File: config.mk
export PLATFORM = sky130hd
export DESIGN_NAME = rx_level_ctrl_flat
export DESIGN_NICKNAME = d
export VERILOG_FILES = /design/src/rtl/rx_level_ctrl_if.sv /design/src/rtl/rx_level_ctrl.sv /design/src/flat_wrapper.sv
export SDC_FILE = /design/constraint.sdc
export NUM_CORES = 1
export LEC_CHECK = 0
export ABC_AREA = 1
export BUFFER_PORTS_ARGS = -buffer_cell sky130_fd_sc_hd__buf_4
export CAP_MARGIN = 0
export CORE_MARGIN = 8
export CORE_UTILIZATION = 65
export DETAILED_ROUTE_END_ITERATION = 16
export GPL_TIMING_DRIVEN = 0
export PLACE_DENSITY = 0.86
export SLEW_MARGIN = 20
export SYNTH_ARGS = -nofsm -noshare
export SYNTH_HDL_FRONTEND = slang
export SYNTH_SLANG_ARGS = --single-unit
File: constraint.sdc
create_clock -name clk -period 8.8 [get_ports clk]
set_input_delay 1.76 -clock clk [delete_from_list [all_inputs] [get_ports clk]]
set_output_delay 1.76 -clock clk [all_outputs]
set_load 0.02 [all_outputs]
File: src/rtl/rx_level_ctrl_if.sv
// Sample stream in, slicing threshold and status out.
interface rx_level_ctrl_if;
  logic       en;
  logic [7:0] din;
  logic       den;
  logic [7:0] level;
  logic       level_vld;
  logic [7:0] swing;
  logic       no_sig;
  logic       upd;

  // sample source / receiver side
  modport master (
    output en, din, den,
    input  level, level_vld, swing, no_sig, upd
  );

  // threshold controller side
  modport slave (
    input  en, din, den,
    output level, level_vld, swing, no_sig, upd
  );
endinterface

File: src/rtl/rx_level_ctrl.sv
// Adaptive slicing threshold: per-window min/max tracking, midpoint level
// with swing qualification, hysteresis and loss-of-signal fallback.
module rx_level_ctrl #(
  parameter int         WIN_LOG     = 4,
  parameter logic [7:0] MIN_SWING   = 8'd32,
  parameter logic [7:0] HYST        = 8'd2,
  parameter logic [7:0] DEF_LEVEL   = 8'd128,
  parameter int         NOSIG_LIMIT = 4
) (
  input logic clk,
  input logic rst_n,              // active-high synchronous reset
  rx_level_ctrl_if.slave bus
);

  localparam int WW = $clog2(NOSIG_LIMIT + 1);
  localparam logic [WW-1:0] WLIM = WW'(NOSIG_LIMIT);

  typedef enum logic [1:0] {IDLE, ACQ, UPDATE} state_t;

  state_t             state_q, state_d;
  logic [WIN_LOG-1:0] cnt_q, cnt_d;
  logic [7:0]         mn_q, mn_d, mx_q, mx_d;
  logic [WW-1:0]      weak_q, weak_d, weak_inc;
  logic [7:0]         level_q, level_d, swing_q, swing_d;
  logic               vld_q, vld_d, nosig_q, nosig_d, upd_q, upd_d;

  logic [7:0] sw, mid, diff;
  logic [8:0] sum;

  // window statistics, used only in UPDATE
  always_comb begin
    sw       = mx_q - mn_q;
    sum      = {1'b0, mx_q} + {1'b0, mn_q};
    mid      = sum[8:1];
    diff     = (mid >= level_q) ? (mid - level_q) : (level_q - mid);
    weak_inc = (weak_q == WLIM) ? weak_q : weak_q + 1'b1;
  end

  // next-state and next-output logic
  always_comb begin
    state_d = state_q;
    cnt_d   = cnt_q;
    mn_d    = mn_q;
    mx_d    = mx_q;
    weak_d  = weak_q;
    level_d = level_q;
    swing_d = swing_q;
    vld_d   = vld_q;
    nosig_d = nosig_q;
    upd_d   = 1'b0;
    case (state_q)
      IDLE: begin
        if (bus.en) begin
          state_d = ACQ;
          cnt_d   = '0;
          mn_d    = 8'hFF;
          mx_d    = 8'h00;
        end
      end
      ACQ: begin
        if (!bus.en) begin
          state_d = IDLE;           // partial window dropped
        end else if (bus.den) begin
          if (bus.din < mn_q) mn_d = bus.din;
          if (bus.din > mx_q) mx_d = bus.din;
          cnt_d = cnt_q + 1'b1;
          if (&cnt_q) state_d = UPDATE;
        end
      end
      UPDATE: begin
        swing_d = sw;
        if (sw >= MIN_SWING) begin
          nosig_d = 1'b0;
          vld_d   = 1'b1;
          weak_d  = '0;
          if (!vld_q || diff > HYST) begin
            level_d = mid;
            upd_d   = (mid != level_q);
          end
        end else begin
          nosig_d = 1'b1;
          weak_d  = weak_inc;
          if (weak_inc == WLIM) begin
            level_d = DEF_LEVEL;
            vld_d   = 1'b0;
            upd_d   = (level_q != DEF_LEVEL);
          end
        end
        state_d = bus.en ? ACQ : IDLE;
        cnt_d   = '0;
        mn_d    = 8'hFF;
        mx_d    = 8'h00;
      end
      default: state_d = IDLE;
    endcase
  end

  // state and output registers
  always_ff @(posedge clk) begin
    if (rst_n) begin
      state_q <= IDLE;
      cnt_q   <= '0;
      mn_q    <= 8'hFF;
      mx_q    <= 8'h00;
      weak_q  <= '0;
      level_q <= DEF_LEVEL;
      swing_q <= 8'h00;
      vld_q   <= 1'b0;
      nosig_q <= 1'b1;
      upd_q   <= 1'b0;
    end else begin
      state_q <= state_d;
      cnt_q   <= cnt_d;
      mn_q    <= mn_d;
      mx_q    <= mx_d;
      weak_q  <= weak_d;
      level_q <= level_d;
      swing_q <= swing_d;
      vld_q   <= vld_d;
      nosig_q <= nosig_d;
      upd_q   <= upd_d;
    end
  end

  assign bus.level     = level_q;
  assign bus.level_vld = vld_q;
  assign bus.swing     = swing_q;
  assign bus.no_sig    = nosig_q;
  assign bus.upd       = upd_q;

endmodule

File: src/flat_wrapper.sv
// flat-port wrapper written by rule: the top's interface ports become plain ports
module rx_level_ctrl_flat 
#(
  parameter int         WIN_LOG     = 4,
  parameter logic [7:0] MIN_SWING   = 8'd32,
  parameter logic [7:0] HYST        = 8'd2,
  parameter logic [7:0] DEF_LEVEL   = 8'd128,
  parameter int         NOSIG_LIMIT = 4
)
  (clk, rst_n, bus_en, bus_din, bus_den, bus_level, bus_level_vld, bus_swing, bus_no_sig, bus_upd);
  rx_level_ctrl_if bus_i ();
  input logic clk;
  input logic rst_n;
  input wire logic [$bits(bus_i.en)-1:0] bus_en;
  input wire logic [$bits(bus_i.din)-1:0] bus_din;
  input wire logic [$bits(bus_i.den)-1:0] bus_den;
  output wire logic [$bits(bus_i.level)-1:0] bus_level;
  output wire logic [$bits(bus_i.level_vld)-1:0] bus_level_vld;
  output wire logic [$bits(bus_i.swing)-1:0] bus_swing;
  output wire logic [$bits(bus_i.no_sig)-1:0] bus_no_sig;
  output wire logic [$bits(bus_i.upd)-1:0] bus_upd;
  assign bus_i.en = bus_en;
  assign bus_i.din = bus_din;
  assign bus_i.den = bus_den;
  assign bus_level = bus_i.level;
  assign bus_level_vld = bus_i.level_vld;
  assign bus_swing = bus_i.swing;
  assign bus_no_sig = bus_i.no_sig;
  assign bus_upd = bus_i.upd;
  rx_level_ctrl #(.WIN_LOG(WIN_LOG), .MIN_SWING(MIN_SWING), .HYST(HYST), .DEF_LEVEL(DEF_LEVEL), .NOSIG_LIMIT(NOSIG_LIMIT)) u_core (.clk(clk), .rst_n(rst_n), .bus(bus_i));
endmodule
==> results.md <==
* Crit Path Class: reg -> reg
* Leak Pwr at 2.15 nW
* Max Slew Vio Count at 0
* Routed Antenna Nets at 0
* Post-Syn Area at 3780 µm²
* Clk sink count at 44
* Max Clock Skew at 0.00580 ns
* First-pass GRT wire length at between 15,000 and 20,000 µm
* Cell Area, Placed at 4090 µm²
* Worst endpoint data arrival time at 3.97 ns
* Crit path launch: u_core.mx_q[0]
* Worst setup EP type: flip-flop
* Status: finished clean
* Cts repair resizes at 0
* Min Tclk post-route at 3.73 ns
* Core area at 5570 µm²
* GRT Overall Usage at 23.1%
* WL/cell at 14.5 µm
* Row Count at 27
* Final Hold Viols at 0
* Most common cell on crit path: nand2_1
* Critical path's slowest cell: dfxtp_1
* Yosys Warn Count at 0
* RSZ-0062 raised after global routing: false
* Vias per cell at ~5.7
* Synthesized area per cell at 6.70 µm²
* Max-cap viol count at 0
* Final period util at 42.4%
* Initial Util at 67.9%
* Number of global-route vias before repair at just under 4,000
* Drt first pass iters at 7
* WP buf/inv at 2
* Largest net degree at the start of global routing at 15
* Post-synth top area share at 23.3%
* Area Growth Syn to Fin at 11.3%
* DP HPWL at 7820 µm
* Worst r2r path cells at 26
* Leading area contributor after synthesis: dfxtp_1
* CTS Buf Count at 5
* DRT iter0 DRCs at 200
* Worst reg2reg startpoint: u_core.mx_q[0]
* Worst VDD drop at 0.0000996 V
* CP Capture Point: u_core.bus.level[2]
* Pwr dens at 122 nW/µm²
* Slew margin rel. at 60.4%
* Register bit total from synthesis at 44
* H-tree levels at 2
* Final setup TNS at 0 ns
* Total power draw at 516 µW
* TritonCTS clock tree: yes
* Ant. Diodes at 0
* Slew at the pin closest to its max-slew limit at 0.595 ns
* Buffer depth of the longest clock path at 2
* Min-Delay Path Class: reg -> reg
* Top cells by area, synth: dfxtp_1, ha_1, nand2_1, inv_1, a21oi_1
* Register area share after synthesis at around a quarter
* Highest clock rate at roughly 270 MHz
* CP Launch Type: flip-flop
* Die width at 92.3 µm
* Root Buffer: clkbuf_8
* Skew-Pair Late Insertion Delay at approximately 0.3 ns
* Max incr delay on CP at 0.41 ns
* Die Footprint at 8520 µm²
* Final setup fails at 0
* Ports at 31
* FILL cells at 475
* Final core occ at approximately three quarters
* Worst path depth at 26
* Reg2Reg Setup Slack at 5.07 ns
* Count of cell types in the netlist at 36
* Cells after Synth at 565
* Fin nets at around 670
* Syn Nets at 629
* Design area at 4210 µm²
* Initial antenna violation count at 0
* Vias at 3,863
* Clock-pin slew of the registers on the worst-case setup and hold paths at around 0.090 ns
* Die H at 92.3 µm
* Required time of the worst setup path at 9.04 ns
* Port bufs at 29
* Final WS setup at 5.07 ns
* Worst flop-to-flop path endpoint: u_core.bus.level[2]
* Layout cells sized above 1 at 11.8%
* Drt drc at 0
* CP Max Fanout at 8
* Setup Buffers After CTS at 0
* GRT overflow at 0
* Placement Setup Slack at 5.16 ns
* CP top delay family: simple AND/OR/NAND/NOR gates
* Post-CTS Hold Fix Bufs at 0
* Routability congestion estimate at about 0.94
* WL final at 9790 µm
worst register-to-register path: stages (launching register included):
cell and delay, ns:
dfxtp_1 0.41, ha_1 0.22, inv_1 0.06, fa_1 0.40, nor2_1 0.10, o21ai_0 0.12
nand2_1 0.13, nand2_1 0.07, nand2_1 0.07, nand2_1 0.06, nand2_1 0.06, nand2_1 0.04
nand2_1 0.09, inv_1 0.06, ha_1 0.41, nand2_1 0.12, nor2_2 0.17, nand2_1 0.13
nand3_1 0.10, nor2_1 0.04, nand2_1 0.05, nor2_1 0.03, nand2_1 0.05, nand2_1 0.09
nand2_1 0.25, nand4_1 0.14, a21oi_1 0.17
registers in the layout (all words and copies together), names as in the netlist:
register              count
u_core.cnt_q              4
u_core.state_q            2
u_core.bus.upd            1
u_core.mx_q               8
u_core.mn_q               8
u_core.weak_q             3
u_core.bus.level          8
u_core.bus.no_sig         1
u_core.bus.level_vld      1
u_core.bus.swing          8
where the power goes:
| group | switching [mW] | total, mW | internal (mW) |
|---|---|---|---|
| clock network | 0.0774 | 0.170 | 0.0930 |
| logic | 0.0884 | 0.138 | 0.0495 |
| registers | 0.00431 | 0.208 | 0.203 |
cell type report:
class	instances	area, µm²	share of cell area (%)
timing repair buffer	29	218	5.17
clock inverter	2	38.8	0.920
buffer	13	76.3	1.81
clock buffer	6	82.6	1.96
tap	72	90.1	2.14
multi-input combinational	415	2480	58.8
sequential	44	881	20.9
inverter	93	349	8.28
logic make-up (layout without fill, tap and decap cells):
group,Yosys count,after routing,share of synthesized area [%]
AO/OA/AOI/OAI,86,86,12.5
XOR/XNOR,11,11,2.94
adder cells (fa/ha/maj),52,52,18.0
buffers and inverters,106,143,11.2
flip-flops,44,44,23.3
AND/OR/NAND/NOR,266,266,32.0
metal layers:
metal  global-route usage (%)  wire, µm  vias up
met3                     3.95       503       31
met1                     24.2      3830     1767
met2                     43.1      5140      140
met4                     11.8       318        0
li1                         -         -     1925
met5                        0         0        -
per-stage QoR:
step	instances	hold slack [ns]
2_1_floorplan	565	0.462
3_3_place_gp	666	0.447
3_5_place_dp	666	0.456
4_1_cts	674	0.478
5_1_grt	674	0.502
6_report	674	0.481
cells in the mapped netlist (all sizes together):
library cell / number
nand3: 52
a21oi: 51
dfxtp: 44
nand4: 29
nor4: 1
and2: 1
buf: 6
nand2: 138
nor2: 34
a21boi: 1
o21ai: 22
xor2: 11
fa: 4
o21bai: 2
a31oi: 3
nor3: 1
o211ai: 6
ha: 48
o211a: 1
inv: 93
clkbuf: 7
or2: 10
layout by cell type (no fill, tap or decap), types with 2 or more instances in the layout:
cell type  instances
xor2_1             9
a31oi_1            3
a21oi_1           51
ha_1              48
o211ai_1           5
clkbuf_8           6
inv_1             89
buf_4             32
nor2_1            29
nand3_1           48
fa_1               4
buf_6              2
xor2_2             2
nand3_2            3
inv_2              4
clkbuf_1           7
o21ai_0           20
nor2_2             5
or2_2              8
dfxtp_1           44
nand2_1          137
nand4_1           29
worst min-delay path by stage:
stage                      start           endpoint  depth (start not counted)
2_1_floorplan   u_core.weak_q[1]   u_core.weak_q[1]                          2
5_1_grt        u_core.bus.no_sig  u_core.bus.no_sig                          2
3_3_place_gp   u_core.bus.no_sig  u_core.bus.no_sig                          2
3_5_place_dp   u_core.bus.no_sig  u_core.bus.no_sig                          2
4_1_cts        u_core.bus.no_sig  u_core.bus.no_sig                          2
6_report       u_core.bus.no_sig  u_core.bus.no_sig                          2
No activity file was read; power rests on OpenSTA's default activity.
